[src/rtl/seq_det_pkg.sv]
// Shared constants and helpers for the programmable serial pattern detector.
package seq_det_pkg;

    localparam int unsigned MAX_W_LIMIT = 32;
    localparam int unsigned MIN_LEN     = 2;

    // A length is usable only if it is at least MIN_LEN and fits the history register.
    function automatic bit len_legal(input int unsigned len, input int unsigned max_w);
        return (len >= MIN_LEN) && (len <= max_w);
    endfunction

    // Mask with the low 'len' bits set; callers truncate it to their own history width.
    function automatic logic [MAX_W_LIMIT-1:0] len_mask(input int unsigned len);
        logic [MAX_W_LIMIT-1:0] m;
        m = '0;
        for (int unsigned i = 0; i < MAX_W_LIMIT; i++) begin
            m[i] = (i < len);
        end
        return m;
    endfunction

endpackage

[src/rtl/seq_sat_counter.sv]
// Saturating up-counter; a synchronous clear beats a simultaneous increment.
module seq_sat_counter
    import seq_det_pkg::*;
#(
    parameter int unsigned CNT_W = 16
) (
    input  logic             clk,
    input  logic             reset,
    input  logic             clr,
    input  logic             inc,
    output logic [CNT_W-1:0] count
);

    logic [CNT_W-1:0] count_q;

    // Count up on inc, hold at all-ones, clear has priority.
    always_ff @(posedge clk or posedge reset) begin
        if (reset) begin
            count_q <= '0;
        end else if (clr) begin
            count_q <= '0;
        end else if (inc && (count_q != {CNT_W{1'b1}})) begin
            count_q <= count_q + CNT_W'(1);
        end
    end

    assign count = count_q;

endmodule

[src/rtl/param_seq_detector.sv]
// Runtime-programmable serial bit-pattern detector with overlap control,
// per-bit valid qualifier and a saturating match counter.
module param_seq_detector
    import seq_det_pkg::*;
#(
    parameter int unsigned MAX_W = 8,
    parameter int unsigned CNT_W = 16
) (
    input  logic                         clk,
    input  logic                         reset,
    input  logic                         cfg_load,
    input  logic [MAX_W-1:0]             cfg_pattern,
    input  logic [$clog2(MAX_W+1)-1:0]   cfg_len,
    input  logic                         cfg_overlap,
    input  logic                         din_valid,
    input  logic                         din,
    input  logic                         cnt_clr,
    output logic                         armed,
    output logic                         match,
    output logic [CNT_W-1:0]             match_count
);

    localparam int unsigned LEN_W = $clog2(MAX_W + 1);

    // Latched configuration
    logic [MAX_W-1:0] pat_q;
    logic [LEN_W-1:0] len_q;
    logic             ovl_q;
    logic             armed_q;

    // Detection state
    logic [MAX_W-1:0] hist_q;
    logic [LEN_W-1:0] fill_q;
    logic             match_q;

    // Next-state terms for a data edge
    logic             data_edge;
    logic [MAX_W-1:0] hist_n;
    logic [LEN_W-1:0] fill_n;
    logic [MAX_W-1:0] cmp_mask;
    logic             window_eq;
    logic             hit;

    // Compute the shifted history, fill level and hit decision for this edge.
    always_comb begin
        data_edge = armed_q & din_valid & ~cfg_load;
        // Shifting the whole register drops the oldest bit; newest bit lands at [0].
        hist_n    = (hist_q << 1) | MAX_W'(din);
        fill_n    = (fill_q >= len_q) ? len_q : (fill_q + LEN_W'(1));
        cmp_mask  = MAX_W'(len_mask(32'(len_q)));
        window_eq = (((hist_n ^ pat_q) & cmp_mask) == '0);
        hit       = data_edge && (fill_n == len_q) && window_eq;
    end

    // Configuration registers; armed only for a legal length.
    always_ff @(posedge clk or posedge reset) begin
        if (reset) begin
            pat_q   <= '0;
            len_q   <= '0;
            ovl_q   <= 1'b0;
            armed_q <= 1'b0;
        end else if (cfg_load) begin
            pat_q   <= cfg_pattern;
            len_q   <= cfg_len;
            ovl_q   <= cfg_overlap;
            armed_q <= len_legal(32'(cfg_len), MAX_W);
        end
    end

    // History shift register and fill level; a non-overlapping hit consumes its bits.
    always_ff @(posedge clk or posedge reset) begin
        if (reset) begin
            hist_q <= '0;
            fill_q <= '0;
        end else if (cfg_load) begin
            hist_q <= '0;
            fill_q <= '0;
        end else if (data_edge) begin
            hist_q <= hist_n;
            fill_q <= (hit && !ovl_q) ? '0 : fill_n;
        end
    end

    // Registered one-cycle match pulse; hit already excludes load and idle edges.
    always_ff @(posedge clk or posedge reset) begin
        if (reset) begin
            match_q <= 1'b0;
        end else begin
            match_q <= hit;
        end
    end

    seq_sat_counter #(
        .CNT_W (CNT_W)
    ) u_match_counter (
        .clk   (clk),
        .reset (reset),
        .clr   (cnt_clr),
        .inc   (hit),
        .count (match_count)
    );

    assign armed = armed_q;
    assign match = match_q;

endmodule

[config.mk]
export PLATFORM = sky130hd
export DESIGN_NAME = param_seq_detector
export DESIGN_NICKNAME = d
export VERILOG_FILES = /design/src/rtl/seq_det_pkg.sv /design/src/rtl/seq_sat_counter.sv /design/src/rtl/param_seq_detector.sv
export SDC_FILE = /design/constraint.sdc
export NUM_CORES = 1
export LEC_CHECK = 0
export BUFFER_PORTS_ARGS = -buffer_cell sky130_fd_sc_hd__buf_2
export CAP_MARGIN = 20
export CORE_UTILIZATION = 51
export CTS_CLUSTER_SIZE = 8
export DETAILED_ROUTE_END_ITERATION = 12
export PLACE_DENSITY = 0.83
export SYNTH_ARGS = -nofsm -noshare
export SYNTH_HDL_FRONTEND = slang
export SYNTH_SLANG_ARGS = --single-unit
[constraint.sdc]
create_clock -name clk -period 2.7 [get_ports clk]
set_input_delay 0.405 -clock clk [delete_from_list [all_inputs] [get_ports clk]]
set_output_delay 0.405 -clock clk [all_outputs]
set_load 0.05 [all_outputs]
# Word-level counts from Yosys, hierarchy flattened
# Index checks and enable logic that the tools add are counted.
[word_totals]
output_inout_bits = 18
elab_cells = 46
reg_bits = 42
inputBits = 19
[classes]
muxes = 8
n_reduce_logical = 9
n_eq_ne = 2
n_addsub = 2
order_cmp = 11
n_bitwise = 6
[ops]
columns = ["operator", "n"]
rows = [
  ["16-bit 2-to-1 mux", 2],
  ["16-bit by 1-bit adder with 16-bit output, second input constant", 1],
  ["3-bit by 4-bit < comparator with 1-bit output, first input constant", 4],
  ["4-bit 2-to-1 mux", 4],
  ["16-bit != test, second input constant", 1],
  ["7-bit 2-to-1 mux", 2],
  ["8-bit AND", 1],
  ["8-bit logical NOT", 1],
  ["1-bit by 4-bit < comparator with 1-bit output, first input constant", 2],
  ["2-bit by 4-bit < comparator with 1-bit output, first input constant", 2],
  ["8-bit by 1-bit bitwise OR with 8-bit output", 1],
  ["8-bit bitwise XOR", 1],
  ["1-bit logical AND", 5],
  ["4-bit by 1-bit adder with 4-bit output, second input constant", 1],
  ["4-bit equality test", 1],
  ["4-bit by 2-bit greater-or-equal comparator with 1-bit output, second input constant", 1],
  ["4-bit greater-or-equal comparator", 1],
  ["4-bit less-or-equal comparator, second input constant", 1],
  ["2-bit nonzero test", 2],
  ["1-bit AND", 2],
  ["1-bit logical NOT", 1],
  ["1-bit NOT", 1],
]

# Depth between registers and ports, before layout
# Gate-level depths: netlist (run 1).
[depth]
depth_word = 9
mapped_depth = 11
ltp_nobuf = 10

# Hierarchy
# A second synthesis (run 1) with hierarchy kept.
[hier_totals]
hier_cells = 243
area_unflattened_um2 = 2412.3
[modules_own_cells]
columns = ["module", "area_per_inst_um2", "cells_each", "n_inst"]
rows = [
  ["param_seq_detector", 1480.2, 142, 1],
  ["seq_sat_counter", 932.1, 101, 1],
]

# Worst setup path before layout (run 1)
# OpenSTA, ideal clock, no wires.
[synth_timing]
path_type = "reg2reg"
from = "register u_match_counter.count_q[3], in the netlist u_match_counter.count[3]"
to = "register u_match_counter.count_q[15], in the netlist u_match_counter.count[15]"
arrival_time_ns = 2.543
setup_ns = 0.134
path_buffers = 2
path_stages_with_launch = 10
setup_slack_ns = 0.023
path_cell_list = "dfrtp_1 nand3_1 nor2_1 nand4_1 nor3_1 clkbuf_1 buf_1 inv_1 nand4b_1 a21oi_1"
[synth_via]
elab_chain_cells = 3
[synth_rtl]
columns = ["element", "line_no", "rtl"]
rows = [
  ["start: declaration", "seq_sat_counter.sv:14", "logic [CNT_W-1:0] count_q;"],
  ["start signal: assignment", "seq_sat_counter.sv:23", "count_q <= count_q + CNT_W'(1);"],
  ["16-bit by 1-bit adder with 16-bit output / 16-bit != test (equally long branches)", "seq_sat_counter.sv:23, seq_sat_counter.sv:22", ""],
  ["16-bit 2-to-1 mux / 1-bit logical AND (equally long branches)", "seq_sat_counter.sv:22", "end else if (inc && (count_q != {CNT_W{1'b1}})) begin"],
  ["16-bit 2-to-1 mux / 2-bit nonzero test (equally long branches)", "n/a", ""],
]
# Parallel ways exist; a longest one is shown, timed or not. The select of a mux whose other input is x is not followed.
# A chain may end at the register's enable or synchronous reset.

# Worst setup path after layout (run 1)
[layout_timing]
from = "register len_q[0]"
to = "register u_match_counter.count_q[12], in the netlist u_match_counter.count[12]"
[layout_via]
elab_chain_cells = 7
[layout_rtl]
columns = ["element", "line_no", "rtl"]
rows = [
  ["start: declaration", "param_seq_detector.sv:27", "logic [LEN_W-1:0] len_q;"],
  ["start signal: assignment", "param_seq_detector.sv:64", "len_q <= cfg_len;"],
  ["4-bit greater-or-equal comparator", "param_seq_detector.sv:49", "fill_n = (fill_q >= len_q) ? len_q : (fill_q + LEN_W'(1));"],
  ["4-bit 2-to-1 mux", "param_seq_detector.sv:49", ""],
  ["4-bit equality test", "param_seq_detector.sv:52", "hit = data_edge && (fill_n == len_q) && window_eq;"],
  ["1-bit logical AND", "param_seq_detector.sv:52", ""],
  ["1-bit logical AND (*)", "param_seq_detector.sv:52", ""],
  ["1-bit logical AND (*)", "seq_sat_counter.sv:22", ""],
  ["2-bit nonzero test (no source line) (*)", "n/a", ""],
]
# Every way passes the cells marked *; elsewhere a longest branch is shown, timed or not.

==> impl_results.md, run 1 <==
- Max-cap violation count: 0
- RR Endpoint: u_match_counter.count[12]$_DFFE_PP0P_
- Final Critical Period: 2.71 ns
- Cell taking the most area after synthesis: dfrtp_1
- Share of layout cells above drive strength 1: 29.9%
- Setup violators final: 2
- Syn avg cell area: 10.3 um^2
- Synth top area cells: dfrtp_1, mux2_2, a21oi_1, o31ai_1, a22o_1
- Worst setup margin: -0.0134 ns
- Post-synthesis mux area share: 5.38%
- Drt first-iter violations: 113
- Crit Path Max Fanout: 16
- Initial antenna violation count: 0
- # hold bufs at CTS: 0
- Failing checks: setup timing
- Post-Synth XOR/XNOR Area: 5.38%
- CP bufs+invs: 1
- GRT Util Overall: 23.6%
- # diodes: 0
- H-tree depth: 2
- Die H: 68.8 um
- Hold WC Path Type: in2async
- Placed Instances: 306
- CP endpoint kind: flop
- Clock Path Buffers: 2
- GRT overflow: 0
- Initial core utilization: 55.0%
- Synth top area share: 46.1%
- Antenna Nets Post-Route: 0
- Die area: 4740 um^2
- Fraction of the mapped netlist area in simple logic gates: 15.9%
- Worst EP arrival: 2.94 ns
- Worst IR Drop VDD: 315 uV
- Final Hold Viols: 0
- Post-DP HPWL: 3450 um
- Fin cells: 318
- Final setup TNS: -0.0210 ns
- Max Freq: 0.369 GHz
- Synth Area in Adders: 3.29%
- Worst-Margin Slew: 0.539 ns
- Leak Pwr: 1.26 nW
- Global-route wire length before repair: 8130 um
- Internal reg-to-reg setup slack: -0.01 ns
- Worst hold slack: 0.221 ns
- Post-DR wirelength/cell: 16.4 um
- Root Driver: clkbuf_8
- CP Class: reg2reg
- Overall power: 1.49 mW
- R2R Path Start: len_q[0]$_DFFE_PP0P_
- Largest net degree at the start of global routing: 43
- GP Congestion: 0.852
- CP top delay family: simple AND/OR/NAND/NOR gates
- CTS tree: built
- Latest clock arrival within the worst-skew pair: 0.29 ns
- Mapped Area: 2280 um^2
- Primary FF master, synth: dfrtp_1
- Drt pass-1 iters: 4
- Total length of routed wires: 5210 um
- Area delta synth->final: 22.1%
- Via Count: 1,934
- Compound-Gate Fraction of Synth Area: 19.9%
- Post-synth cell types: 43
- Clock skew: 0.00331 ns
- Largest family of logic cells by synthesized area: compound AO/OA/AOI/OAI gates
- Period utilization: 100%
- Worst slew margin: 64.1%
- P per Cell Area: 537 nW/um^2
- Ys async rst share: 100%
- Status: complete, but fails checks
- Synth Instances: 222
- Path depth of the worst reg2reg path: 8
- Nets: 292
- Most common cell in the netlist: dfrtp_1
- Vias in the first global route: 1,732
- TritonCTS buffer count: 5
- Clk pin slew, worst setup/hold paths: 0.08 ns
- CTS Sinks: 42
- Post-synth EDFFs: 0
- Yosys reg bits: 42
- Core Area: 4140 um^2
- Final slew viol count: 0
- Crit path required time: 2.93 ns
- Synth warn: 0
- Buffers added on ports: 36
- Syn_nets: 247
- # rows: 23
- Filler cell count: 318
- Post-synth top cells: dfrtp_1, a21oi_1, nand2_1, o31ai_1
- Sequential cell area fraction in the yosys report: 46.1%
- CP Cell Sequence: or4b_4 -> a2111oi_4 -> a21oi_2 -> a2bb2oi_2 -> a211o_1 -> buf_12 -> or4_1 -> a21oi_2
- Die X-Extent: 68.8 um
- Type of origin of the critical path: flop
- Post-route DRC: 0
- Unrepaired setup endpoints after global routing: true
- Top Ports: 37
- Largest stage delay, worst path: 0.55 ns
- Via-to-Cell Ratio: 6.08
- Crit path top cell by count: a21oi_2
- Slowest cell on crit path: or4b_4
[registers in the layout (all words and copies together), names as in the netlist]
| register | count |
|---|---|
| armed | 1 |
| fill_q | 4 |
| hist_q | 7 |
| len_q | 4 |
| match | 1 |
| ovl_q | 1 |
| pat_q | 8 |
| u_match_counter.count | 16 |
[area by class of cell]
type	count	area, um^2	area share, %
Clock buffer	6	82.6	2.97
Clock inverter	2	60.1	2.16
Inverter	11	41.3	1.48
Multi-Input combinational cell	158	1180	42.3
Sequential cell	42	1050	37.8
Tap cell	50	62.6	2.25
Timing Repair Buffer	49	308	11.1
[power breakdown]
group	switching, mW	internal (mW)
Combinational	0.112	0.0882
Clock	0.219	0.394
Sequential	0.0248	0.654
Total	0.355	1.14
[worst reg2reg max path, delay by kind of cell, from the launching register on]
family	cells	cell delay, ns
AO/OA/AOI/OAI	5	1.04
buffers and inverters	1	0.17
AND/OR/NAND/NOR	2	1.04
flip-flops	1	0.39
[layout by cell type (no fill, tap or decap), types with 3 or more instances in the layout]
cell type	instances
a21oi_1	15
a21oi_2	3
a22o_1	9
buf_2	36
buf_4	11
clkbuf_8	6
dfrtp_1	42
ha_1	6
inv_1	10
mux2_2	10
nand2_1	12
nand3_1	11
nand4_1	6
nor2_1	8
o21a_1	3
o21ai_0	9
o31ai_1	11
or4_1	7
or4_4	3
xnor2_1	5
xor2_1	9
[stage by stage]
step | area [um^2] | utilization, % | worst slack, ns
final | 2780 | 67.1 | -0.0134
after global routing | 2780 | 67.1 | -0.0796
after CTS | 2720 | 65.5 | -0.0224
after detailed placement | 2560 | 61.7 | 0.000688
after global placement | 2560 | 61.7 | 0.0814
after floorplan | 2280 | - | 0.0226
[metal layers]
metal | share of wire, % | global-route usage (%) | up-vias | wire length [um]
met4 | 1.0 | 7.14 | 0 | 54
met5 | 0 | 0 | - | 0
li1 | - | - | 927 | -
met3 | 4.3 | 5.76 | 6 | 224
met2 | 47 | 36.5 | 56 | 2430
met1 | 48 | 32.7 | 945 | 2500
[how the worst max path moves through the flow]
| stage | from | endpoint | slack [ns] | cells past startpoint |
|---|---|---|---|---|
| floorplan | u_match_counter.count[3]$_DFFE_PP0P_ | u_match_counter.count[15]$_DFFE_PP0P_ | 0.02 | 9 |
| global placement | len_q[0]$_DFFE_PP0P_ | u_match_counter.count[4]$_DFFE_PP0P_ | 0.08 | 8 |
| detailed placement | len_q[1]$_DFFE_PP0P_ | u_match_counter.count[12]$_DFFE_PP0P_ | 0.0007 | 8 |
| CTS | len_q[0]$_DFFE_PP0P_ | u_match_counter.count[3]$_DFFE_PP0P_ | -0.02 | 8 |
| global route | len_q[0]$_DFFE_PP0P_ | u_match_counter.count[4]$_DFFE_PP0P_ | -0.08 | 8 |
| finish | len_q[0]$_DFFE_PP0P_ | u_match_counter.count[12]$_DFFE_PP0P_ | -0.01 | 8 |
[logic make-up after synthesis]
kind of cell               after synthesis
xor gates and xnor gates                14
muxes                                   11
adders and majority gates                6
AOI/OAI and AO/OA                       64
DFF                                     42
buffers and inverters                   22
and+or+nand+nor                         63
[repair_timing]
action | CTS | global route
pin swaps | 3 | 3
endpoints found under the setup margin | 10 | 14
buffers inserted | 2 | 1
gates resized for setup | 0 | 9
gates cloned | 0 | 1
(Power assumes the default switching activity.)
==> run 2: changes to the inputs <==
CORE_UTILIZATION = 53   (was 51)
CTS_BUF_LIST = sky130_fd_sc_hd__clkbuf_8   (was unset)
PLACE_DENSITY = 0.86   (was 0.83)
==> run 2 against run 1 <==
  * The flow still finishes with violations (setup timing)
  * Global-route usage increased by 0.50 points
  * Via count about the same
  * Clock skew increased by 0.0026 ns
  * Fmax increased by 0.44%
  * Sequential share of layout area increased by 0.38 points
  * Register-to-register slack about the same
  * Wire length decreased by 2.3%
  * Clock power decreased by 15%
  * Critical endpoint is now fill_q[2]$_DFFE_PP0P_
  * Largest cell class unchanged
  * Largest power group unchanged
==> impl_results.md, run 2 (synthesis results as in run 1) <==
- Place WS: 0.0234 ns (+0.0227 ns)
- Antenna Nets Post-Route: 0 (unchanged)
- Final Hold Viols: 0 (unchanged)
- Status: complete, but fails checks
- Post-DP HPWL: 3370 um (-2.3%)
- Drt pass-1 iters: 4 (unchanged)
- CP endpoint kind: flop
- Buffers added on ports: 36 (unchanged)
- Period utilization: 100% (-0.44 points)
- Most common cell after layout, fill and taps aside: dfrtp_1
- Final Critical Period: 2.70 ns (-0.0120 ns)
- Vias in the first global route: 1,748 (+0.92%)
- TritonCTS buffer count: 5 (unchanged)
- Clk pin slew, worst setup/hold paths: 0.08 ns (about the same)
- Unrepaired setup endpoints after global routing: true
- Clock skew: 0.00589 ns (+0.00258 ns)
- Worst-Margin Slew: 0.510 ns (-0.0285 ns)
- Leak Pwr: 1.24 nW (-1.6%)
- Path depth of the worst reg2reg path: 9 (+1)
- Share of layout cells above drive strength 1: 29.7% (-0.15 points)
- GP Congestion: 0.864 (+1.4%)
- Initial core utilization: 56.2% (+1.2 points)
- Failing checks: setup timing
- Via Count: 1,933 (-0.052%)
- H-tree depth: 2 (unchanged)
- Die area: 4570 um^2 (-3.7%)
- Area after DPL: 2550 um^2 (-0.29%)
- Worst IR Drop VDD: 491 uV (+56%)
- GRT Util Overall: 24.1% (+0.50 points)
- Worst EP arrival: 2.89 ns (-0.05 ns)
- RR Endpoint: fill_q[2]$_DFFE_PP0P_
- Root Driver: clkbuf_8
- Global-route wire length before repair: 8110 um (-0.26%)
- Commonest non-fill, non-tap cells in the layout: dfrtp_1, buf_2, a21oi_1
- Drt first-iter violations: 166 (+47%)
- Placed Instances: 305 (-0.33%)
- Area delta synth->final: 20.9%
- Max Freq: 0.370 GHz (+0.44%)
- Internal reg-to-reg setup slack: -0.001 ns (about the same)
- Initial antenna violation count: 0 (unchanged)
- CTS Sinks: 42 (unchanged)
- Largest net degree at the start of global routing: 43 (unchanged)
- Die H: 67.6 um (-1.9%)
- CTS tree: built
- P per Cell Area: 505 nW/um^2 (-5.9%)
- Final non-filler cell area: 2750 um^2 (-0.99%)
- # diodes: 0 (unchanged)
- Total length of routed wires: 5100 um (-2.3%)
- R2R Path Start: len_q[0]$_DFFE_PP0P_
- Core Area: 4060 um^2 (-2.1%)
- CP Class: reg2reg
- Top Ports: 37 (unchanged)
- Final slew viol count: 0 (unchanged)
- Crit Path Max Fanout: 16 (unchanged)
- Die X-Extent: 67.6 um (-1.9%)
- Fin cells: 316 (-0.63%)
- # hold bufs at CTS: 0 (unchanged)
- Setup violators final: 1 (-1)
- Post-DR wirelength/cell: 16.1 um (-1.6%)
- Nets: 291 (-0.34%)
- Worst setup margin: -0.00142 ns (+0.0120 ns)
- Crit path required time: 2.89 ns (-0.04 ns)
- Hold WC Path Type: in2async
- Max-cap violation count: 0 (unchanged)
- Largest register FFs: 16 (unchanged)
- Type of origin of the critical path: flop
- Worst slew margin: 66.0% (+1.9 points)
- Post-route DRC: 0 (unchanged)
- GRT overflow: 0 (unchanged)
- Clock Path Buffers: 2 (unchanged)
- Via-to-Cell Ratio: 6.12 (+0.58%)
- Latest clock arrival within the worst-skew pair: 0.30 ns (about the same)
- # rows: 23 (unchanged)
==> run 2: area by class of cell <==
class,instances,area (um^2)
Timing Repair Buffer,48,300
Clock inverter,1,30.0
Multi-Input combinational cell,158,1190
Fill cell,307,1300
Inverter,11,41.3
Sequential cell,42,1050
Clock buffer,6,82.6
Tap cell,50,62.6
==> run 2: metrics by stage <==
step                      utilization [%]  hold slack, ns  power, mW  TNS [ns]
after floorplan                         -           0.485      0.816         0
after global placement               62.8           0.511      0.870         0
after detailed placement             62.8           0.517      0.877         0
after CTS                            65.8           0.246       1.38  -0.00440
after global routing                 67.9           0.298       1.44    -0.879
final                                67.9           0.220       1.39  -0.00142
==> run 2: power by group <==
part,total (mW),internal [mW],switching [mW],leakage (nW)
Clock,0.518,0.296,0.222,0.0573
Sequential,0.678,0.654,0.0238,0.555
Combinational,0.194,0.0871,0.107,0.629
Total,1.39,1.04,0.353,1.24
==> run 2: worst max-delay path by stage <==
stage / from / to / slack, ns / cells after the start
2_1_floorplan: u_match_counter.count[3]$_DFFE_PP0P_ / u_match_counter.count[15]$_DFFE_PP0P_ / 0.02 / 9
3_3_place_gp: len_q[1]$_DFFE_PP0P_ / u_match_counter.count[3]$_DFFE_PP0P_ / 0.09 / 8
3_5_place_dp: len_q[1]$_DFFE_PP0P_ / u_match_counter.count[7]$_DFFE_PP0P_ / 0.02 / 8
4_1_cts: len_q[1]$_DFFE_PP0P_ / u_match_counter.count[7]$_DFFE_PP0P_ / -0.004 / 8
5_1_grt: len_q[0]$_DFFE_PP0P_ / u_match_counter.count[11]$_DFFE_PP0P_ / -0.1 / 9
6_report: len_q[0]$_DFFE_PP0P_ / fill_q[2]$_DFFE_PP0P_ / -0.001 / 9
==> run 2: what timing repair did <==
item	in CTS	in global routing
pin swaps	0	8
setup buffers	0	3
resized for setup	1	10
gates cloned	0	1
setup endpoints to repair	2	15
endpoints found under the hold margin	0	0
==> run 2: worst max-delay path, stage by stage, from the launching register on <==
cell       delay (ns)
dfrtp_1          0.38
or4b_4           0.55
a2111oi_4        0.40
a21oi_2          0.09
a2bb2oi_1        0.14
a211o_1          0.29
buf_4            0.16
clkbuf_16        0.17
o21a_1           0.17
a221o_1          0.25
==> run 2: routing by layer <==
metal | wire [um] | global-route usage (%) | up-vias
li1 | - | - | 925
met1 | 2320 | 32.6 | 946
met2 | 2450 | 37.3 | 55
met3 | 239 | 5.74 | 7
met4 | 81 | 9.04 | 0
met5 | 0 | 0 | -
==> run 3: changes to the inputs <==
CORE_ASPECT_RATIO = 0.75   (was unset)
CORE_UTILIZATION = 45   (was 53)
PLACE_DENSITY = 0.75   (was 0.86)
SKIP_LAST_GASP = 1   (was unset)
==> run 3 against run 2 <==
  * The run ends with DRC left
  * Sequential cell count stayed put
  * Count of clock-buffer cells in the layout stayed put
  * Wire length is 1.1% higher
  * Register-to-register slack hardly changed
  * Worst setup slack better by 0.013 ns
  * Core utilization is 12 points lower
  * Non-clock buffer count is 1 higher
  * Fmax is 0.48% higher
  * Clock power is 17% lower
  * Final area is 0.95% lower
  * Sequential power hardly changed
  * Global-route usage is 3.7 points lower
  * Critical path type unchanged
  * Highest routed layer unchanged
==> impl_results.md, run 3 (synthesis results as in run 1) <==
- # hold bufs at CTS: 0 (unchanged)
- Worst slew margin: 51.7% (-14 points)
- CP endpoint kind: flop
- RR Endpoint: u_match_counter.count[12]$_DFFE_PP0P_
- Hold WC Path Type: in2async
- CP top delay family: compound AO/OA/AOI/OAI gates
- GRT Util Overall: 20.4% (-3.7 points)
- Max Freq: 0.372 GHz (+0.48%)
- Path depth of the worst reg2reg path: 8 (-1)
- GR Util met3: 4.72% (-1.0 points)
- Share of layout cells above drive strength 1: 26.9% (-2.8 points)
- Grt peak-use layer: met1
- Largest register FFs: 16 (unchanged)
- Worst EP arrival: 2.91 ns (+0.02 ns)
- Setup violators final: 0 (-1)
- CP bufs+invs: 1 (-1)
- CP Class: reg2reg
- # diodes: 0 (unchanged)
- Combinational share of power: 14.8% (+0.9 points)
- TritonCTS buffer count: 5 (unchanged)
- Buffers added on ports: 36 (unchanged)
- Status: complete, but fails checks
- Drt pass-1 iters: 9 (+5)
- Slowest cell on crit path: or4b_4
- Leak Pwr: 1.23 nW (-0.68%)
- Met1 Use GR: 29.6% (-3.0 points)
- Switching share of total power: 27.2% (+1.9 points)
- Max-cap violation count: 0 (unchanged)
- Final Critical Period: 2.69 ns (-0.0130 ns)
- Final Hold Viols: 0 (unchanged)
- Period utilization: 99.6% (-0.48 points)
- H-tree depth: 2 (unchanged)
- P per Cell Area: 477 nW/um^2 (-5.6%)
- Clock skew: 0.00447 ns (-0.00142 ns)
- Internal power: 0.946 mW (-8.8%)
- Most common cell after layout, fill and taps aside: dfrtp_1
- Initial core utilization: 46.8% (-9.4 points)
- Die X-Extent: 84.2 um (+25%)
- Crit path required time: 2.92 ns (+0.03 ns)
- Post-DR wirelength/cell: 15.7 um (-2.6%)
- Initial antenna violation count: 0 (unchanged)
- Vias in the first global route: 1,841 (+5.3%)
- GP Congestion: 0.872 (+0.87%)
- Area delta synth->final: 19.7%
- Placed Instances: 317 (+3.9%)
- Place WS: -0.00533 ns (-0.0287 ns)
- Largest stage delay, worst path: 0.56 ns (about the same)
- Nets: 292 (+0.34%)
- Unrepaired setup endpoints after global routing: true
- Met2 Track Usage GR: 29.2% (-8.1 points)
- Worst IR Drop VDD: 275 uV (-44%)
- R2R Path Start: len_q[0]$_DFFE_PP0P_
- Crit Path Max Fanout: 16 (unchanged)
- Area after DPL: 2580 um^2 (+1.1%)
- Clk network pwr share: 33.0% (-4.3 points)
- Net switching power: 0.354 mW (+0.44%)
- Antenna Nets Post-Route: 0 (unchanged)
- Flop pwr share: 52.2% (+3.4 points)
- Core Area: 4870 um^2 (+20%)
- Global-route wire length before repair: 8610 um (+6.2%)
- CTS Sinks: 42 (unchanged)
- # rows: 22 (-4.3%)
- Post-DP HPWL: 3500 um (+4.0%)
- Final setup TNS: 0 ns (+0.00142 ns)
- Final core utilization: 56.0% (-12 points)
- Fin cells: 328 (+3.8%)
- Clk pin slew, worst setup/hold paths: 0.08 ns (about the same)
- Final slew viol count: 0 (unchanged)
- Worst hold slack: 0.143 ns (-0.0762 ns)
- Worst-Margin Slew: 0.720 ns (+0.210 ns)
- Via-to-Cell Ratio: 5.92 (-3.3%)
- Overall power: 1.30 mW (-6.5%)
- Worst setup margin: 0.0116 ns (+0.0130 ns)
- Final non-filler cell area: 2730 um^2 (-0.95%)
- Die H: 63.6 um (-5.8%)
- Internal reg-to-reg setup slack: 0.01 ns (about the same)
- GRT overflow: 0 (unchanged)
- Root Driver: clkbuf_8
- Clock Path Buffers: 2 (unchanged)
- Post-route DRC: 4 (+4)
- Crit path top cell by count: a21oi_1
- Largest net degree at the start of global routing: 33 (-23%)
- CTS tree: built
- Failing checks: DRC
- Top Ports: 37 (unchanged)
- Latest clock arrival within the worst-skew pair: 0.30 ns (about the same)
- CP Cell Sequence: or4b_4 -> a2111oi_4 -> a21oi_1 -> a2bb2oi_1 -> a211o_1 -> buf_12 -> or4_1 -> a21oi_1
- Commonest non-fill, non-tap cells in the layout: dfrtp_1, buf_2, a21oi_1
- Via Count: 1,941 (+0.41%)
- Type of origin of the critical path: flop
- Drt first-iter violations: 294 (+77%)
- Die area: 5350 um^2 (+17%)
- Total length of routed wires: 5150 um (+1.1%)
-- run 3: power groups by stage --
stage	Combinational [mW]	Sequential [mW]	Clock, mW
floorplan	0.123	0.693	0
global placement	0.184	0.691	0
detailed placement	0.189	0.692	0
CTS	0.190	0.679	0.437
global route	0.215	0.683	0.467
finish	0.192	0.678	0.430
-- run 3: worst max-delay path by stage --
stage               cells after the start                                 start  slack (ns)                                    end
floorplan                               9  u_match_counter.count[3]$_DFFE_PP0P_        0.02  u_match_counter.count[15]$_DFFE_PP0P_
global placement                        8                  len_q[0]$_DFFE_PP0P_        0.05   u_match_counter.count[6]$_DFFE_PP0P_
detailed placement                      8                  len_q[0]$_DFFE_PP0P_      -0.005  u_match_counter.count[13]$_DFFE_PP0P_
CTS                                     8                  len_q[0]$_DFFE_PP0P_        0.02  u_match_counter.count[13]$_DFFE_PP0P_
global route                            8                  len_q[0]$_DFFE_PP0P_       -0.12  u_match_counter.count[10]$_DFFE_PP0P_
finish                                  8                  len_q[0]$_DFFE_PP0P_        0.01  u_match_counter.count[12]$_DFFE_PP0P_
-- run 3: worst register-to-register path, cell delays in order (launching register included) --
cell	delay (ns)
dfrtp_1	0.39
or4b_4	0.56
a2111oi_4	0.32
a21oi_1	0.11
a2bb2oi_1	0.14
a211o_1	0.29
buf_12	0.17
or4_1	0.47
a21oi_1	0.17
-- run 3: layout make-up --
cell class / instances / area [um^2]
tap: 60 / 75.1
sequential: 42 / 1050
clock buffer: 6 / 82.6
fill: 414 / 2140
multi-input combinational: 158 / 1160
inverter: 11 / 41.3
clock inverter: 2 / 12.5
timing repair buffer: 49 / 308
-- run 3: metal layers --
| metal | up-vias | wire [um] |
|---|---|---|
| met4 | 0 | 59 |
| li1 | 937 | - |
| met5 | - | 0 |
| met2 | 49 | 2310 |
| met1 | 948 | 2530 |
| met3 | 7 | 262 |
-- run 3: timing repair --
item,CTS,global route
buffers inserted,0,2
pin swaps,1,0
gates cloned,0,1
resized for setup,0,2
setup endpoints to repair,6,13
